$ cat src/rtl/ex_mem_skid_reg.sv
// EX/MEM pipeline register with a one-entry skid buffer.
// Outputs come only from the main (head) register. in_ready is a dedicated flop.
module ex_mem_skid_reg #(
    parameter int unsigned XLEN = 32,
    parameter int unsigned RW   = 5
) (
    input  logic            clock,
    input  logic            reset,
    input  logic            flush,
    input  logic            in_valid,
    output logic            in_ready,
    input  logic [XLEN-1:0] alu_result_e,
    input  logic [XLEN-1:0] write_data_e,
    input  logic [RW-1:0]   rd_e,
    input  logic            reg_write_e,
    input  logic [XLEN-1:0] pc_plus4_e,
    output logic            out_valid,
    input  logic            out_ready,
    output logic [XLEN-1:0] alu_result_m,
    output logic [XLEN-1:0] write_data_m,
    output logic [RW-1:0]   rd_m,
    output logic            reg_write_m,
    output logic [XLEN-1:0] pc_plus4_m,
    output logic [RW-1:0]   fwd_rd
);

    typedef struct packed {
        logic [XLEN-1:0] alu_result;
        logic [XLEN-1:0] write_data;
        logic [RW-1:0]   rd;
        logic            reg_write;
        logic [XLEN-1:0] pc_plus4;
    } beat_t;

    typedef enum logic [1:0] {
        EMPTY,
        ONE,
        FULL
    } state_t;

    state_t state_q, state_d;
    beat_t  main_q, main_d;
    beat_t  skid_q, skid_d;
    beat_t  in_beat;
    logic   main_valid_q, main_valid_d;
    logic   skid_valid_q, skid_valid_d;
    logic   in_ready_q, in_ready_d;
    logic   in_xfer;
    logic   out_xfer;

    always_comb begin
        in_beat.alu_result = alu_result_e;
        in_beat.write_data = write_data_e;
        in_beat.rd         = rd_e;
        in_beat.reg_write  = reg_write_e;
        in_beat.pc_plus4   = pc_plus4_e;
    end

    assign in_xfer  = in_valid && in_ready_q;
    assign out_xfer = main_valid_q && out_ready;

    always_comb begin
        state_d = state_q;
        main_d  = main_q;
        skid_d  = skid_q;
        // Flush only retires beats; data registers keep their contents.
        if (flush) begin
            state_d = EMPTY;
        end else begin
            case (state_q)
                EMPTY: begin
                    if (in_valid) begin
                        main_d  = in_beat;
                        state_d = ONE;
                    end
                end
                ONE: begin
                    if (in_xfer && out_xfer) begin
                        main_d = in_beat;
                    end else if (in_xfer) begin
                        skid_d  = in_beat;
                        state_d = FULL;
                    end else if (out_xfer) begin
                        state_d = EMPTY;
                    end
                end
                FULL: begin
                    if (out_ready) begin
                        main_d  = skid_q;
                        state_d = ONE;
                    end
                end
                default: state_d = EMPTY;
            endcase
        end
        main_valid_d = (state_d != EMPTY);
        skid_valid_d = (state_d == FULL);
        in_ready_d   = !skid_valid_d;
    end

    always_ff @(posedge clock or posedge reset) begin
        if (reset) begin
            state_q      <= EMPTY;
            main_q       <= '0;
            skid_q       <= '0;
            main_valid_q <= 1'b0;
            skid_valid_q <= 1'b0;
            in_ready_q   <= 1'b1;
        end else begin
            state_q      <= state_d;
            main_q       <= main_d;
            skid_q       <= skid_d;
            main_valid_q <= main_valid_d;
            skid_valid_q <= skid_valid_d;
            in_ready_q   <= in_ready_d;
        end
    end

    assign in_ready     = in_ready_q;
    assign out_valid    = main_valid_q;
    assign alu_result_m = main_q.alu_result;
    assign write_data_m = main_q.write_data;
    assign rd_m         = main_q.rd;
    assign reg_write_m  = main_q.reg_write;
    assign pc_plus4_m   = main_q.pc_plus4;
    assign fwd_rd       = (main_valid_q && main_q.reg_write) ? main_q.rd : '0;

endmodule

$ cat config.mk
export PLATFORM = sky130hd
export DESIGN_NAME = ex_mem_skid_reg
export DESIGN_NICKNAME = d
export VERILOG_FILES = /design/src/rtl/ex_mem_skid_reg.sv
export SDC_FILE = /design/constraint.sdc
export NUM_CORES = 1
export LEC_CHECK = 0
export BUFFER_PORTS_ARGS = -buffer_cell sky130_fd_sc_hd__clkbuf_2
export CAP_MARGIN = 25
export CORE_MARGIN = 10
export CORE_UTILIZATION = 58
export CTS_CLUSTER_DIAMETER = 40
export DETAILED_ROUTE_END_ITERATION = 10
export PLACE_DENSITY = 0.82
export SETUP_SLACK_MARGIN = 0.1
export SYNTH_ARGS = -nofsm -noshare
export SYNTH_HDL_FRONTEND = slang
export SYNTH_SLANG_ARGS = --single-unit
export TNS_END_PERCENT = 20
$ cat constraint.sdc
create_clock -name clock -period 15.17 [get_ports clock]
set_input_delay 3.034 -clock clock [delete_from_list [all_inputs] [get_ports clock]]
set_output_delay 3.034 -clock clock [all_outputs]
set_load 0.005 [all_outputs]
==> results of run 1 <==
-- state kept, by name (all words and copies together) (netlist names) --
signal        flops
skid_q          102
alu_result_m     32
state_q           2
rd_m              5
write_data_m     32
out_valid         1
reg_write_m       1
in_ready          1
pc_plus4_m       32
-- logic make-up after synthesis --
family / after synthesis / share of synthesized area [%]
AO/OA/AOI/OAI: 9 / 0.707
buffers and inverters: 36 / 2.61
flip-flops: 208 / 55.5
multiplexers: 307 / 40.0
AND/OR/NAND/NOR: 17 / 1.17
-- report_power, final --
part	switching [W]	internal [W]	leakage, nW
clock	0.000245	0.000490	0.525
sequential	0.000107	0.000734	2.49
combinational	0.000143	0.000256	2.61
total	0.000495	0.00148	5.62
-- synth_stat cells --
cell       number  area (µm²)
dfstp_2         1        26.3
and3b_1         1        8.76
a21oi_1         2        10.0
dfrtp_1       207        5180
mux2_1          7        78.8
and4b_1         1        10.0
a211oi_1        1        7.51
or2_2           1        6.26
nand2b_4        1        13.8
inv_1           1        3.75
a2bb2oi_1       1        8.76
a21boi_0        1        7.51
a22o_1          2        17.5
nor3_1          1        5.00
nor2_1          2        7.51
clkbuf_1       10        37.5
clkbuf_2        1        5.00
buf_4           9        67.6
mux2_2        220        2480
nand3b_1        1        7.51
nand2_1         3        11.3
and3_1          5        31.3
o21a_1          2        15.0
mux2_4         80        1200
nand4b_1        1        8.76
buf_2           6        30.0
buf_6           9         101
-- worst reg2reg max path: cells and delay by family (launching register included) --
kind / cells / cell delay [ps]
buffers and inverters: 2 / 1050
flip-flops: 1 / 480
multiplexers: 1 / 440
AO/OA/AOI/OAI: 1 / 390
AND/OR/NAND/NOR: 1 / 360
-- layout make-up --
class / instances / share of cell area (%)
multi-input combinational: 333 / 33.8
inverter: 1 / 0.0964
tap: 216 / 2.31
sequential: 208 / 44.6
clock inverter: 15 / 2.07
timing repair buffer: 222 / 10.0
clock buffer: 40 / 7.19
-- per-layer routing --
metal	part of all wire (%)	track usage (%)	vias up
met1	41	24.4	2892
li1	-	-	2522
met2	49	33.2	195
met3	7.3	5.80	34
met4	2.1	5.35	0
met5	0	0	-
-- metrics by stage --
| step | total power [W] | instances | cell area, µm² | worst slack (ps) |
|---|---|---|---|---|
| 2_1_floorplan | 0.00108 | 577 | 9390 | 6460 |
| 3_3_place_gp | 0.00122 | 978 | 10500 | 9570 |
| 3_5_place_dp | 0.00125 | 979 | 10600 | 9740 |
| 4_1_cts | 0.00199 | 1034 | 11700 | 10290 |
| 5_1_grt | 0.00207 | 1035 | 11700 | 10190 |
| 6_report | 0.00198 | 1035 | 11700 | 10250 |
-- how the worst max path moves through the flow --
stage,to,slack (ps)
floorplan,alu_result_m[0]$_DFFE_PP0P_,6460
global placement,reg_write_m$_DFFE_PP0P_,9570
detailed placement,alu_result_m[17]$_DFFE_PP0P_,9740
CTS,alu_result_m[17]$_DFFE_PP0P_,10290
global route,alu_result_m[17]$_DFFE_PP0P_,10190
finish,alu_result_m[17]$_DFFE_PP0P_,10250
==> metrics.md, run 1 <==
| Metric | Value |
|---|---|
| Seq cells post-synth | `208` |
| Die height | `147 µm` |
| WP buf/inv | `3` |
| Root Buffer | `clkbuf_16` |
| Worst hold path depth | `1` |
| Clock slew at reported path FFs | `50 ps` |
| Num ports | `216` |
| GPL Wtd Cong | `0.777` |
| Mapped Avg Cell Area | `16.3 µm²` |
| Layout area overhead | `24.5%` |
| Status | `finished, final reports clean` |
| Synth cell types | `27` |
| Most frequent cells in the layout | `mux2_2, clkbuf_2, dfrtp_1, mux2_4, clkbuf_16` |
| Final setup fails | `0` |
| Most common cell after layout, fill and taps aside | `mux2_2` |
| R2R setup slack | `12330 ps` |
| Syn Inst Count | `577` |
| Fill cells | `1012` |
| Die area | `21700 µm²` |
| Post-Syn Nets | `684` |
| Setup_tns | `0 ps` |
| Drt wl/cell | `21.0 µm` |
| CTS resizes | `0` |
| H-tree depth | `1` |
| DR pass1 iterations | `4` |
| WS Path Type | `in -> reg` |
| Final WL | `21.8 mm` |
| First-pass GRT wire length | `35.2 mm` |
| Num CTS Buffers | `31` |
| Crit start category | `primary input` |
| Final core utilization | `73.5%` |
| Fin. max-slew vios | `0` |
| CP startpoint | `in_valid` |
| Post-synthesis cell area | `9390 µm²` |
| Share of cells above drive strength 1 | `70.3%` |
| Hold_sp | `skid_q[95]$_DFFE_PP0P_` |
| All-Layer GR Usage | `19.8%` |
| Critical-path cell list | `clkbuf_2, and4b_1, a22o_4, buf_16, buf_4, mux2_2` |
| Row count | `46` |
| Die X | `147 µm` |
| Leak Pwr | `5.62 nW` |
| Worst path slowest cell | `buf_4` |
| Delay-heaviest family, CP | `buffers and inverters` |
| CTS tree | `done` |
| RSZ-0062 raised after global routing | `false` |
| Syn. warnings | `0` |
| Hold Slack | `496 ps` |
| Multi-input logic area | `3940 µm²` |
| Reg area | `5210 µm²` |
| Initial core utilization | `59.1%` |
| Worst path arrival time | `5320 ps` |
| Crit-path max FO | `44` |
| Max stage delay on crit path | `660 ps` |
| Worst r2r src | `state_q[1]$_DFF_PP0_` |
| Max-slew headroom | `35.8%` |
| FF-to-FF End | `alu_result_m[17]$_DFFE_PP0P_` |
| Class of the worst hold path | `reg -> reg` |
| Reg2Reg Depth | `5` |
| Final hold vios | `0` |
| Pwr per Cell Area | `169 nW/µm²` |
| CTS Sinks | `208` |
| # DRC | `0` |
| Worst Tran Pin Value | `963 ps` |
| I/O Buffers | `215` |
| Number of global-route vias before repair | `6599` |
| Skew final | `12.7 ps` |
| Global route total overflow | `0` |
| Worst path depth | `6` |
| Total number of vias | `5643` |
| HPWL Detailed | `14.8 mm` |
| MaxCap Viol Count | `0` |
| Core area | `15900 µm²` |
| Largest net degree at the start of global routing | `142` |
| Worst Path Required | `15580 ps` |
| Hold endpoint | `skid_q[95]$_DFFE_PP0P_` |
| Crit path capture type | `register` |
| # hold bufs at CTS | `0` |
| Max Clock Freq | `0.203 GHz` |
| Antenna violations before repair | `0` |
| Clock latency on the worst-skew pair | `530 ps` |
| Part of the cycle the worst path needs | `32.4%` |
| Via-to-Cell Ratio | `5.45` |
| Final nets | `904` |
| Sequential fraction of the synthesis area | `55.5%` |
| ANT cells | `0` |
| Minimum clock period | `4920 ps` |
| Antenna Nets Post-Route | `0` |
| Setup bufs post-CTS | `0` |
| Peak supply drop | `0.0955 mV` |
| DRT iter0 DRCs | `230` |
| Maximum root-to-sink buffer count | `3` |
(Power assumes the default switching activity.)
==> run 2: changes to the inputs <==
--- a/config.mk
+++ b/config.mk
@@ -5,13 +5,14 @@
 export SDC_FILE = /design/constraint.sdc
 export NUM_CORES = 1
 export LEC_CHECK = 0
+export ABC_AREA = 1
 export BUFFER_PORTS_ARGS = -buffer_cell sky130_fd_sc_hd__clkbuf_2
 export CAP_MARGIN = 25
 export CORE_MARGIN = 10
-export CORE_UTILIZATION = 58
+export CORE_UTILIZATION = 55
 export CTS_CLUSTER_DIAMETER = 40
 export DETAILED_ROUTE_END_ITERATION = 10
-export PLACE_DENSITY = 0.82
+export PLACE_DENSITY = 0.77
 export SETUP_SLACK_MARGIN = 0.1
 export SYNTH_ARGS = -nofsm -noshare
 export SYNTH_HDL_FRONTEND = slang
==> constraint.sdc (replaced) <==
create_clock -name clock -period 5 [get_ports clock]
set_input_delay 1 -clock clock [delete_from_list [all_inputs] [get_ports clock]]
set_output_delay 1 -clock clock [all_outputs]
set_load 0.005 [all_outputs]
==> metrics.md, run 2 <==
| Metric | Value |
|---|---|
| Status | `finished, final reports clean` |
| Max Clock Freq | `0.405 GHz` |
| Post-Syn Nets | `1478` |
| Leak Pwr | `7.42 nW` |
| Worst path arrival time | `1470 ps` |
| Die area | `24900 µm²` |
| CP startpoint | `out_valid$_DFF_PP0_` |
| Peak supply drop | `0.315 mV` |
| Met3 WL post-DR | `2.88 mm` |
| RSZ-0062 raised after global routing | `false` |
| Largest register FFs | `102` |
| Num CTS Buffers | `31` |
| Part of the cycle the worst path needs | `49.4%` |
| Dominant cell type by area after synthesis | `dfrtp_1` |
| Crit-path max FO | `5` |
| WS Path Type | `reg -> out` |
| NetSw | `0.00178 W` |
| Setup_tns | `0 ps` |
| Crit start category | `register` |
| Synth cell types | `17` |
| Multi-input logic area | `4010 µm²` |
| Root Buffer | `clkbuf_16` |
| Row count | `50` |
| Initial core utilization | `55.8%` |
| MaxCap Viol Count | `0` |
| H-tree depth | `1` |
| Final WL | `28.8 mm` |
| Max-slew headroom | `49.1%` |
| Most common cell in the netlist | `nand2_1` |
| Class of the worst hold path | `in -> async` |
| Synth area leaders | `dfrtp_1, nand2_1, nand3_1, inv_1, o21bai_1` |
| # DRC | `0` |
| Placed Instances | `1739` |
| Crit path capture type | `output port` |
| CTS Sinks | `208` |
| Fill cells | `1578` |
| Die height | `158 µm` |
| Post-synth top area share | `49.6%` |
| Clock slew at reported path FFs | `50 ps` |
| R2R setup slack | `2560 ps` |
| Worst Path Required | `4000 ps` |
| Post-synthesis cell area | `10400 µm²` |
| Clock share of power | `37.1%` |
| FF-to-FF End | `pc_plus4_m[14]$_DFFE_PP0P_` |
| Worst Tran Pin Value | `764 ps` |
| Via-to-Cell Ratio | `5.20` |
| Fin. max-slew vios | `0` |
| GPL Wtd Cong | `0.823` |
| Combinational Power Share | `20.9%` |
| All-Layer GR Usage | `23.1%` |
| # hold bufs at CTS | `0` |
| Antenna violations before repair | `0` |
| Met2 routed wirelength | `13.3 mm` |
| Die X | `158 µm` |
| Total number of vias | `9354` |
| Pint | `0.00406 W` |
| Setup bufs post-CTS | `0` |
| Reg area | `5210 µm²` |
| Layout area overhead | `21.9%` |
| CTS resizes | `0` |
| Clock latency on the worst-skew pair | `540 ps` |
| Share of cells above drive strength 1 | `19.4%` |
| Post-place setup slack | `2140 ps` |
| Worst r2r src | `state_q[1]$_DFF_PP0_` |
| Top reg by flops | `skid_q` |
| Pwr per Cell Area | `458 nW/µm²` |
| Non-filler cells, final | `1798` |
| Syn Inst Count | `1371` |
| HPWL Detailed | `17.9 mm` |
| Final hold vios | `0` |
| Antenna Nets Post-Route | `0` |
| Core area | `18700 µm²` |
| Drt wl/cell | `16.0 µm` |
| Most frequent cells in the layout | `nand2_1, clkbuf_2, inv_1, nand3_1, dfrtp_1` |
| Switching Fraction | `30.4%` |
| Global route total overflow | `0` |
| Synth Flop Type | `dfrtp_1` |
| Maximum root-to-sink buffer count | `3` |
| Final nets | `1646` |
| Sequential power share | `42.0%` |
| Largest net degree at the start of global routing | `89` |
| Number of global-route vias before repair | `9355` |
| DR pass1 iterations | `5` |
| Sequential fraction of the synthesis area | `49.8%` |
| Final worst slack | `2530 ps` |
| Skew final | `9.47 ps` |
| I/O Buffers | `215` |
| Minimum clock period | `2470 ps` |
| CTS tree | `done` |
| DRT iter0 DRCs | `931` |
| Seq cells post-synth | `208` |
| Highest metal layer with signal wires | `met4` |
| ANT cells | `0` |
| Num ports | `216` |
| Syn. warnings | `0` |
| Mapped Avg Cell Area | `7.62 µm²` |
| Most common cell after layout, fill and taps aside | `nand2_1` |
| Final setup fails | `0` |
| Reg2Reg Depth | `7` |
| Synth async-reset ratio | `100%` |
| First-pass GRT wire length | `47.7 mm` |
| Number of flops mapped to enable cells by yosys | `0` |
| Top post-synthesis cells by count | `nand2_1, inv_1, nand3_1` |
| Met1 WL | `12.1 mm` |
## run 2: cell types whose count changed after synthesis, sizes merged, moves of 8 or more
| cell | change |
|---|---|
| nand2 | +418 |
| mux2 | -307 |
| inv | +215 |
| nand3 | +210 |
| o21ai | +103 |
| o21bai | +102 |
| buf | +42 |
| clkbuf | +23 |
| nor2 | +8 |
## run 2: routing by layer
metal	up-vias	global-route usage (%)
met5	-	0
met3	37	5.62
met4	0	5.16
li1	4603	-
met2	367	36.3
met1	4347	31.8
## run 2: through the flow
stage	hold slack [ps]	utilization [%]	total power (W)	area (µm²)
final	342	68.1	0.00583	12700
after global routing	327	68.1	0.00621	12700
after CTS	486	68.0	0.00588	12700
after detailed placement	473	62.3	0.00369	11700
after global placement	467	61.7	0.00362	11500
after floorplan	454	-	0.00317	10400
## run 2: worst max-delay path by stage
stage | slack [ps] | to | cells after the start
2_1_floorplan | 1300 | alu_result_m[0]$_DFFE_PP0P_ | 1
3_3_place_gp | 1920 | skid_q[26]$_DFFE_PP0P_ | 8
3_5_place_dp | 2140 | pc_plus4_m[14]$_DFFE_PP0P_ | 8
4_1_cts | 2510 | fwd_rd[1] | 3
5_1_grt | 2350 | alu_result_m[0]$_DFFE_PP0P_ | 8
6_report | 2530 | fwd_rd[1] | 3
## run 2: logic make-up after synthesis
family,count (synthesis),synth area share [%]
compound gates,206,12.3
flops,208,49.8
buf+inv,316,12.2
simple gates,641,25.7
## run 2: worst max-delay path, stage by stage, from the launching register on
cell and delay [ps]:
dfrtp_1 380, nand2_1 210, nor2_1 200, clkbuf_2 140
## run 2: area by class of cell
| class | instances | area share [%] |
|---|---|---|
| clock buffers | 32 | 6.20 |
| well taps | 234 | 2.30 |
| clock inverters | 26 | 2.14 |
| flip-flops and latches | 208 | 40.9 |
| repair buffers | 235 | 10.6 |
| inverters | 216 | 6.42 |
| multi-input cells | 847 | 31.5 |
## run 2: power groups by stage
stage | sequential, W | clock [W] | combinational (W)
floorplan | 0.00243 | 0 | 0.000743
CTS | 0.00244 | 0.00220 | 0.00124
finish | 0.00245 | 0.00217 | 0.00122
global route | 0.00250 | 0.00229 | 0.00142
detailed placement | 0.00246 | 0 | 0.00123
global placement | 0.00245 | 0 | 0.00117
==> run 3: changes to the inputs <==
--- a/config.mk
+++ b/config.mk
@@ -5,11 +5,11 @@
 export SDC_FILE = /design/constraint.sdc
 export NUM_CORES = 1
 export LEC_CHECK = 0
-export ABC_AREA = 1
+export ABC_AREA = 0
 export BUFFER_PORTS_ARGS = -buffer_cell sky130_fd_sc_hd__clkbuf_2
 export CAP_MARGIN = 25
 export CORE_MARGIN = 10
-export CORE_UTILIZATION = 55
+export CORE_UTILIZATION = 54
 export CTS_CLUSTER_DIAMETER = 40
 export DETAILED_ROUTE_END_ITERATION = 10
 export PLACE_DENSITY = 0.77
==> constraint.sdc (replaced) <==
create_clock -name clock -period 2.45 [get_ports clock]
set_input_delay 0.49 -clock clock [delete_from_list [all_inputs] [get_ports clock]]
set_output_delay 0.49 -clock clock [all_outputs]
set_load 0.005 [all_outputs]
==> metrics.md, run 3 (synthesis gave the netlist of run 1 again) <==
| Metric | Value |
|---|---|
| Status | `finished, final reports clean` |
| Non-filler cells, final | `1046` |
| Met2 routed wirelength | `11.0 mm` |
| Crit-path max FO | `8` |
| MaxCap Viol Count | `0` |
| HPWL Detailed | `15.2 mm` |
| Die area | `23100 µm²` |
| CTS tree | `done` |
| Skew final | `9.82 ps` |
| Core area | `17200 µm²` |
| Delay-heaviest family, CP | `flip-flops` |
| Fin. max-slew vios | `0` |
| First-pass GRT wire length | `35.5 mm` |
| Clock slew at reported path FFs | `60 ps` |
| ANT cells | `0` |
| Global route total overflow | `0` |
| Worst Tran Pin Value | `538 ps` |
| Via-to-Cell Ratio | `5.45` |
| Final setup fails | `0` |
| Die X | `152 µm` |
| Maximum root-to-sink buffer count | `3` |
| Hold Slack | `100 ps` |
| Num ports | `216` |
| Antenna violations before repair | `0` |
| Largest net degree at the start of global routing | `101` |
| RSZ-0062 raised after global routing | `false` |
| Final hold vios | `0` |
| Clock share of power | `34.8%` |
| Highest metal layer with signal wires | `met4` |
| Number of global-route vias before repair | `6526` |
| Drt wl/cell | `21.1 µm` |
| Max-slew headroom | `64.1%` |
| Most frequent cells in the layout | `mux2_2, clkbuf_2, dfrtp_1, mux2_4, clkbuf_16` |
| Critical-path cell list | `buf_4, and3_1, clkbuf_2` |
| Worst path depth | `3` |
| Max Clock Freq | `0.488 GHz` |
| Met3 WL post-DR | `1.41 mm` |
| Worst path slowest cell | `dfrtp_1` |
| NetSw | `0.00309 W` |
| Sequential power share | `44.0%` |
| Num CTS Buffers | `28` |
| # DRC | `0` |
| Combinational Power Share | `21.2%` |
| Final core utilization | `68.1%` |
| Crit start category | `register` |
| Pint | `0.00874 W` |
| CTS Sinks | `208` |
| Antenna Nets Post-Route | `0` |
| Placed Instances | `995` |
| WS Path Type | `reg -> out` |
| Part of the cycle the worst path needs | `83.6%` |
| Share of cells above drive strength 1 | `70.8%` |
| Initial core utilization | `54.6%` |
| Final WL | `22.1 mm` |
| Setup bufs post-CTS | `0` |
| Minimum clock period | `2050 ps` |
| I/O Buffers | `215` |
| Pwr per Cell Area | `1010 nW/µm²` |
| Layout area overhead | `24.6%` |
| Final nets | `907` |
| DRT iter0 DRCs | `200` |
| Crit path capture type | `output port` |
| Met1 WL | `9.07 mm` |
| DR pass1 iterations | `4` |
| Most common cell after layout, fill and taps aside | `mux2_2` |
| Clock latency on the worst-skew pair | `520 ps` |
| Reg2Reg Depth | `4` |
| Leak Pwr | `5.60 nW` |
| Worst Path Required | `1960 ps` |
| Top reg by flops | `skid_q` |
| Class of the worst hold path | `in -> async` |
| WP buf/inv | `2` |
| Max stage delay on crit path | `510 ps` |
| # hold bufs at CTS | `0` |
| Worst path arrival time | `1560 ps` |
| Die height | `152 µm` |
| H-tree depth | `1` |
| Peak supply drop | `0.687 mV` |
| GPL Wtd Cong | `0.780` |
| Root Buffer | `clkbuf_16` |
| All-Layer GR Usage | `18.5%` |
| CTS resizes | `0` |
| Row count | `48` |
| Total number of vias | `5700` |
| Largest register FFs | `102` |
| Switching Fraction | `26.1%` |
-- run 3: changes by cell type in the layout (fill, tap and decap cells not counted), moves of 6 or more --
cell      change
mux2_1        +7
mux2_4       +80
nand3_1     -208
o21bai_1    -102
o21ai_0     -103
nand2_1     -417
mux2_2      +220
inv_1       -213
clkinv_2      -9
buf_12        +6
buf_4         -9
-- run 3: area by class of cell --
cell class	count	area, µm²
Clock buffer	35	778
Clock inverter	16	193
Fill cell	1238	5480
Inverter	1	7.51
Multi-Input combinational cell	333	3940
Sequential cell	208	5210
Tap cell	225	282
Timing Repair Buffer	228	1290
-- run 3: tightest hold or removal path, delay by kind of cell --
kind / cells / cell delay, ps
buf+inv: 3 / 510
-- run 3: stage by stage --
stage               area (µm²)  total power [W]  worst slack [ps]  setup TNS (ps)
CTS                      11700           0.0120               395               0
global route             11700           0.0124               356               0
floorplan                 9390          0.00667              -739         -153110
finish                   11700           0.0118               402               0
detailed placement       10700          0.00777               434               0
global placement         10700          0.00755               480               0
-- run 3: power groups by stage --
stage          Clock [W]  Sequential (W)  Combinational, W
6_report         0.00412         0.00521           0.00250
3_5_place_dp           0         0.00523           0.00254
5_1_grt          0.00436         0.00534           0.00272
2_1_floorplan          0         0.00507           0.00160
4_1_cts          0.00419         0.00520           0.00257
3_3_place_gp           0         0.00513           0.00242
-- run 3: layer usage --
metal	vias up	track usage (%)
met1	2936	22.1
met4	0	6.69
met5	-	0
met2	179	30.9
li1	2535	-
met3	50	5.59
-- run 3: worst paths after layout --
path	start	slack (ps)	endpoint
max reg2reg	state_q[1]$_DFF_PP0_	490	pc_plus4_m[6]$_DFFE_PP0P_
min in group clock	rd_e[2]	210	skid_q[35]$_DFFE_PP0P_
min reg2reg	skid_q[100]$_DFFE_PP0P_	500	skid_q[100]$_DFFE_PP0P_
max	out_valid$_DFF_PP0_	400	fwd_rd[1]
min	reset	100	skid_q[70]$_DFFE_PP0P_
max in group asynchronous	reset	1870	pc_plus4_m[2]$_DFFE_PP0P_
